File: config.mk
export PLATFORM = sky130hd
export DESIGN_NAME = key_priority_encoder_flat
export DESIGN_NICKNAME = d
export VERILOG_FILES = /design/src/rtl/key_priority_encoder_pkg.sv /design/src/rtl/key_priority_encoder_if.sv /design/src/rtl/key_priority_encoder_sync_2ff.sv /design/src/rtl/key_priority_encoder.sv /design/src/flat_wrapper.sv
export SDC_FILE = /design/constraint.sdc
export NUM_CORES = 1
export LEC_CHECK = 0
export BUFFER_PORTS_ARGS = -buffer_cell sky130_fd_sc_hd__buf_2
export CORE_MARGIN = 8
export CORE_UTILIZATION = 55
export CTS_CLUSTER_SIZE = 24
export DETAILED_ROUTE_END_ITERATION = 8
export PLACE_DENSITY = 0.74
export SLEW_MARGIN = 20
export SYNTH_ARGS = -nofsm -noshare
export SYNTH_HDL_FRONTEND = slang
export SYNTH_SLANG_ARGS = --single-unit
File: constraint.sdc
create_clock -name clk -period 7.5 [get_ports clk]
set_input_delay 1.5 -clock clk [delete_from_list [all_inputs] [get_ports clk]]
set_output_delay 1.5 -clock clk [all_outputs]
set_load 0.005 [all_outputs]
File: src/rtl/key_priority_encoder_pkg.sv
// key_enc_pkg: default sizing constants, FSM state type and the priority-encode helper
// shared by the encoder and its bench model.
package key_enc_pkg;
    localparam int N_IN_DEFAULT = 8;
    localparam int STABLE_DEFAULT = 4;
    localparam int MAX_N = 64;
    localparam int MAX_IDX_W = 6;

    typedef enum logic {IDLE, PEND} evt_state_t;

    typedef struct packed {
        logic                 any;
        logic [MAX_IDX_W-1:0] idx;
        logic                 multi;
    } cand_t;

    function automatic cand_t prio_enc(input logic [MAX_N-1:0] v, input logic high);
        cand_t c;
        int    n;
        c = '0;
        n = 0;
        for (int i = 0; i < MAX_N; i++) begin
            if (v[i]) begin
                n++;
                if (high || n == 1) c.idx = MAX_IDX_W'(i);
            end
        end
        c.any = n != 0;
        c.multi = n > 1;
        return c;
    endfunction
endpackage

File: src/rtl/key_priority_encoder_if.sv
// key_priority_encoder_if: press-event valid/ready channel towards the tone logic.
interface key_priority_encoder_if #(parameter int IDX_W = 3);
    logic             evt_valid;
    logic [IDX_W-1:0] evt_code;
    logic             evt_ready;
    logic             evt_overrun;

    modport master(output evt_valid, evt_code, evt_overrun, input evt_ready);
    modport slave(input evt_valid, evt_code, evt_overrun, output evt_ready);
endinterface

File: src/rtl/key_priority_encoder_sync_2ff.sv
// sync_2ff: two-flop synchroniser bringing the raw key vector into the clk domain.
module sync_2ff #(
    parameter int WIDTH = 1
) (
    input  logic             clk,
    input  logic             rst_n,
    input  logic [WIDTH-1:0] d,
    output logic [WIDTH-1:0] q
);
    logic [WIDTH-1:0] s1;

    always_ff @(posedge clk or negedge rst_n) begin
        if (!rst_n) begin
            s1 <= '0;
            q  <= '0;
        end else begin
            s1 <= d;
            q  <= s1;
        end
    end
endmodule

File: src/rtl/key_priority_encoder.sv
// key_priority_encoder: synchronise, priority-encode and debounce a key vector, then
// deliver each new press as a registered valid/ready event.
module key_priority_encoder
    import key_enc_pkg::*;
#(
    parameter int N_IN          = N_IN_DEFAULT,
    parameter int IDX_W         = $clog2(N_IN),
    parameter int STABLE_CYCLES = STABLE_DEFAULT,
    parameter int PRIO_HIGH     = 0
) (
    input  logic                  clk,
    input  logic                  rst_n,
    input  logic                  enable,
    input  logic [N_IN-1:0]       data_in,
    output logic [IDX_W-1:0]      code,
    output logic                  code_valid,
    output logic                  multi_hot,
    key_priority_encoder_if.master evt
);
    localparam int CW = IDX_W + 2;
    localparam int CNT_W = $clog2(STABLE_CYCLES + 1);
    localparam logic [CNT_W-1:0] STABLE_CNT = CNT_W'(STABLE_CYCLES);

    logic [N_IN-1:0]      s2;
    cand_t                enc;
    logic [MAX_IDX_W-1:0] idx_unused;
    logic [CW-1:0]        cand, prev_cand, committed;
    logic [CNT_W-1:0]     cnt, cnt_nxt;
    logic                 commit, press, ovr_nxt;
    evt_state_t           state, state_nxt;
    logic [IDX_W-1:0]     evt_code_q;
    logic                 evt_overrun_q;

    sync_2ff #(.WIDTH(N_IN)) u_sync (.clk(clk), .rst_n(rst_n), .d(data_in), .q(s2));

    assign enc        = prio_enc(MAX_N'(s2), PRIO_HIGH != 0);
    assign idx_unused = enc.idx;
    assign cand       = {enc.any, enc.idx[IDX_W-1:0], enc.multi};
    assign committed  = {code_valid, code, multi_hot};

    // Run length of the current candidate; a change restarts the run at 1.
    assign cnt_nxt = !enable ? '0 :
                     cand != prev_cand ? CNT_W'(1) :
                     cnt == STABLE_CNT ? cnt : cnt + 1'b1;
    assign commit  = enable && cand == prev_cand && cnt_nxt == STABLE_CNT && cand != committed;
    // Releases and multi_hot-only changes commit without raising an event.
    assign press   = commit && enc.any && (!code_valid || enc.idx[IDX_W-1:0] != code);

    always_comb begin
        state_nxt = state;
        ovr_nxt   = 1'b0;
        if (press) begin
            state_nxt = PEND;
            ovr_nxt   = state == PEND && !evt.evt_ready;
        end else if (state == PEND && evt.evt_ready) begin
            state_nxt = IDLE;
        end
    end

    always_ff @(posedge clk or negedge rst_n) begin
        if (!rst_n) begin
            prev_cand     <= '0;
            cnt           <= '0;
            code_valid    <= 1'b0;
            code          <= '0;
            multi_hot     <= 1'b0;
            state         <= IDLE;
            evt_code_q    <= '0;
            evt_overrun_q <= 1'b0;
        end else begin
            prev_cand     <= cand;
            cnt           <= cnt_nxt;
            if (commit) {code_valid, code, multi_hot} <= cand;
            state         <= state_nxt;
            if (press) evt_code_q <= enc.idx[IDX_W-1:0];
            evt_overrun_q <= ovr_nxt;
        end
    end

    assign evt.evt_valid   = state == PEND;
    assign evt.evt_code    = evt_code_q;
    assign evt.evt_overrun = evt_overrun_q;
endmodule

File: src/flat_wrapper.sv
// flat-port wrapper written by rule: the top's interface ports become plain ports
module key_priority_encoder_flat import key_enc_pkg::*;
#(
    parameter int N_IN          = N_IN_DEFAULT,
    parameter int IDX_W         = $clog2(N_IN),
    parameter int STABLE_CYCLES = STABLE_DEFAULT,
    parameter int PRIO_HIGH     = 0
)
  (clk, rst_n, enable, data_in, code, code_valid, multi_hot, evt_evt_valid, evt_evt_code, evt_evt_overrun, evt_evt_ready);
  key_priority_encoder_if #(.IDX_W(IDX_W)) evt_i ();
  input  logic clk;
  input  logic rst_n;
  input  logic enable;
  input  logic [N_IN-1:0] data_in;
  output logic [IDX_W-1:0] code;
  output logic code_valid;
  output logic multi_hot;
  output wire logic [$bits(evt_i.evt_valid)-1:0] evt_evt_valid;
  output wire logic [$bits(evt_i.evt_code)-1:0] evt_evt_code;
  output wire logic [$bits(evt_i.evt_overrun)-1:0] evt_evt_overrun;
  input wire logic [$bits(evt_i.evt_ready)-1:0] evt_evt_ready;
  assign evt_evt_valid = evt_i.evt_valid;
  assign evt_evt_code = evt_i.evt_code;
  assign evt_evt_overrun = evt_i.evt_overrun;
  assign evt_i.evt_ready = evt_evt_ready;
  key_priority_encoder #(.N_IN(N_IN), .IDX_W(IDX_W), .STABLE_CYCLES(STABLE_CYCLES), .PRIO_HIGH(PRIO_HIGH)) u_core (.clk(clk), .rst_n(rst_n), .enable(enable), .data_in(data_in), .code(code), .code_valid(code_valid), .multi_hot(multi_hot), .evt(evt_i));
endmodule
==> flow_summary.toml <==
[sta]
hold_viol_final = 0
setup_viol = 0
finalMaxSlewViolations = 0
finClkSkew_ns = 0.007624
max_slew.worst_pin.slew_ns = 0.7134
slew_headroom = 0.5203
rsz0062_at_grt = "no"
fmax_mhz = 155.3
period_share = 0.8586
layout_min_cycle_time_ns = 6.440
setup_tns_ns = 0

[min_path]
min_path_type = "flop to flop"

[synth]
yosys.area.top_type = "dfrtp_1"
yosys.area_share.simple = 0.2133
synth_seq_area_share = 0.3487
synthXorXnorAreaFrac = 0.1149
synth_edf_count = 0
netlist_area_sq_mm = 0.002440
ys_seq_elements = 34
synth_flop_cell = "dfrtp_1"
synthArstFlopShare = 1.000
synth.top_cell.area_share = 0.3487
ys_warn_count = 0
synthTopCellsByArea = "dfrtp_1 35%, ha_1 8.2%, xnor2_1 4.7%"
netlist_instances = 248
synth_mux_area_frac = 0.04923
synth_compound_area_frac = 0.1446
yosysUniqueCellTypes = 64
synth_top_family_by_area = "simple AND/OR/NAND/NOR gates"
synth.most_common_cell = "dfrtp_1"
syn_nets = 276
synth.avg_cell_area_sq_um = 9.838
yosys.area_share.adder = 0.08205
synth_commonest_cells = "34 x dfrtp_1, 24 x nand2_1, 17 x inv_1, 17 x nor2_1, 16 x ha_1"

[global_routing]
busiest_layer = "met2"
grt_usage = 0.1556
grt_max_degree = 35
antenna_found_initial = 0
grtUsageMet1 = 0.1970
met2_usage = 0.2365
grt_pass1_vias = 1805
grt-ovfl-total = 0
grt_use_met3 = 0.04329
grt_pass1_wl_mm = 8.162

[cells_and_area]
design_area_sq_mm = 0.002673
syn_to_final_growth_pct = 9.538
final_layout_size_suffix_gt1_frac = 0.1985
nFillCells = 382
n_antenna_cell = 0
final_nets = 294

[status]
outcome = "complete, no violations"

[worst_setup_path]
slowest_delay_ns = 0.69
arrival_ns = 6.62
cp-end-kind = "flop"
crit_type = "flop to flop"
cp_num_buf_inv = 2
crit_family = "simple AND/OR/NAND/NOR gates"
cp_common_cell = "ha_1"
crit_required_ns = 7.68
slowest_stage = "or4_1"
critical_path.startpoint_type = "flop"
crit_fanout = 8

[placement]
postPlaceCellArea_sq_mm = 0.002562
dp_hpwl_mm = 3.569
gp_congestion = 0.9164
port_buffers = 21

[clocking]
clk_path_buf_depth = 2
cts_buffers = 5
cts_num_sinks = 34
postCtsSetupBuffers = 0
cts_tree = "done"
post_cts_resized = 0
root_buffer = "clkbuf_8"
clkLatencyLatePin_ns = 0.29
cts_hold_buf = 0
clk_pin_slew_worst_paths_ns = 0.07
htree_num_levels = 2

[floorplanning]
io_pins = 22
die-width_um = 82.61
die_y_um = 82.61
rows = 24
die-area_sq_mm = 0.006824
core-area_sq_mm = 0.004324
initial_core_util = 0.5642

[route]
wl_mm = 4.714
drc = 0
viasPerCell = 5.868
ant_nets = 0
wl_per_cell_um = 14.78
num_vias = 1872
first_pass_iters = 4
drt_iter0_markers = 166

[pwr]
powerDensity_mw_per_mm2 = 249.7
power_w = 0.0006673
ir_drop_mv = 0.1703
leakage_nw = 1.252

[job]
drv_cap = 0
-- sequential cells by signal, indices dropped and copies added, names as in the netlist --
name                    count
u_core.multi_hot            1
u_core.code_valid           1
u_core.evt.evt_code         3
u_core.evt.evt_overrun      1
u_core.evt.evt_valid        1
u_core.prev_cand            5
u_core.code                 3
u_core.u_sync.s1            8
u_core.u_sync.q             8
u_core.cnt                  3
-- layout make-up --
cell class | count | area (sq um) | area share
multi-input combinational | 186 | 1474 | 0.5515
sequential | 34 | 850.8 | 0.3184
clock buffer | 8 | 110.1 | 0.04120
timing repair buffer | 21 | 105.1 | 0.03933
inverter | 18 | 67.56 | 0.02528
tap | 52 | 65.06 | 0.02434
-- layer usage --
| metal | wire, um | vias up |
|---|---|---|
| met5 | 0 | - |
| met1 | 2204 | 899 |
| met2 | 2175 | 47 |
| li1 | - | 919 |
| met3 | 245 | 7 |
| met4 | 88 | 0 |
-- worst register-to-register path, cell delays in order, from the launching register on --
cell and delay (ns):
dfrtp_1 0.35, inv_1 0.08, ha_1 0.40, xnor2_1 0.24
ha_1 0.26, nand2_1 0.10, o31ai_1 0.14, ha_1 0.36
nor2b_1 0.16, nor2_1 0.08, ha_1 0.31, nand2_1 0.07
o21ai_0 0.08, o31ai_1 0.21, inv_1 0.10, ha_1 0.31
nand2_1 0.13, o21ai_0 0.19, ha_1 0.30, or2_2 0.32
o31a_1 0.15, nor4_4 0.39, nor2_1 0.14, xnor2_1 0.16
or4_1 0.69, nand3b_4 0.26, mux2_4 0.33
-- through the flow --
stage	util	std cells	worst slack (ns)	hold WS, ns
after detailed placement	0.5926	311	1.045	0.3370
final	0.6181	319	1.060	0.3408
after CTS	0.6181	319	1.015	0.3446
after floorplan	-	248	1.725	0.3312
after global placement	0.5926	311	1.211	0.3327
after global routing	0.6181	319	0.5633	0.3468
-- cell usage in the layout, fill, tap and decap left out, types with 2 or more instances in the layout --
cell,n
dfrtp_1,34
nand2_1,24
buf_2,21
inv_1,17
nor2_1,17
ha_1,16
xnor2_1,13
o21ai_0,8
nor3_1,8
clkbuf_8,8
xor2_1,6
a21oi_1,6
nand3_1,5
o211ai_1,5
nor4_1,4
mux2_2,4
a31oi_1,4
and2_1,3
mux2i_1,3
or3_1,3
mux2_4,3
xnor3_2,2
o31ai_1,2
nor2b_1,2
or4b_1,2
o2111ai_1,2
nor3b_1,2
nand3b_1,2
nand4_1,2
nor4_4,2
or2_2,2
o31a_1,2
o21ai_1,2
a32oi_1,2
-- power by group --
group	switching (W)	total (W)	leakage [nW]	internal, W
logic	0.000169	0.000292	0.771	0.000123
registers	0.0000167	0.000220	0.424	0.000203
clock network	0.0000631	0.000156	0.0575	0.0000926
-- logic make-up after synthesis --
family | after synthesis
AO/OA/AOI/OAI | 48
XOR/XNOR | 24
adder cells (fa/ha/maj) | 16
buffers and inverters | 28
flip-flops | 34
multiplexers | 10
AND/OR/NAND/NOR | 88
-- path summary, 6_finish.rpt --
check / start / to / slack (ns) / cells after the start
worst max-delay path: u_core.u_sync.q[0]$_DFF_PN0_ / u_core.evt.evt_code[2]$_DFFE_PN0P_ / 1.06 / 26
worst min-delay path: u_core.u_sync.s1[5]$_DFF_PN0_ / u_core.u_sync.q[5]$_DFF_PN0_ / 0.34 / 0
worst max register to register: u_core.u_sync.q[0]$_DFF_PN0_ / u_core.evt.evt_code[2]$_DFFE_PN0P_ / 1.06 / 26
worst min register to register: u_core.u_sync.s1[5]$_DFF_PN0_ / u_core.u_sync.q[5]$_DFF_PN0_ / 0.34 / 0
max in group asynchronous: rst_n / u_core.u_sync.s1[0]$_DFF_PN0_ / 5.78 / 1
min in group asynchronous: rst_n / u_core.u_sync.q[7]$_DFF_PN0_ / 1.25 / 1
(Power assumes the default switching activity.)
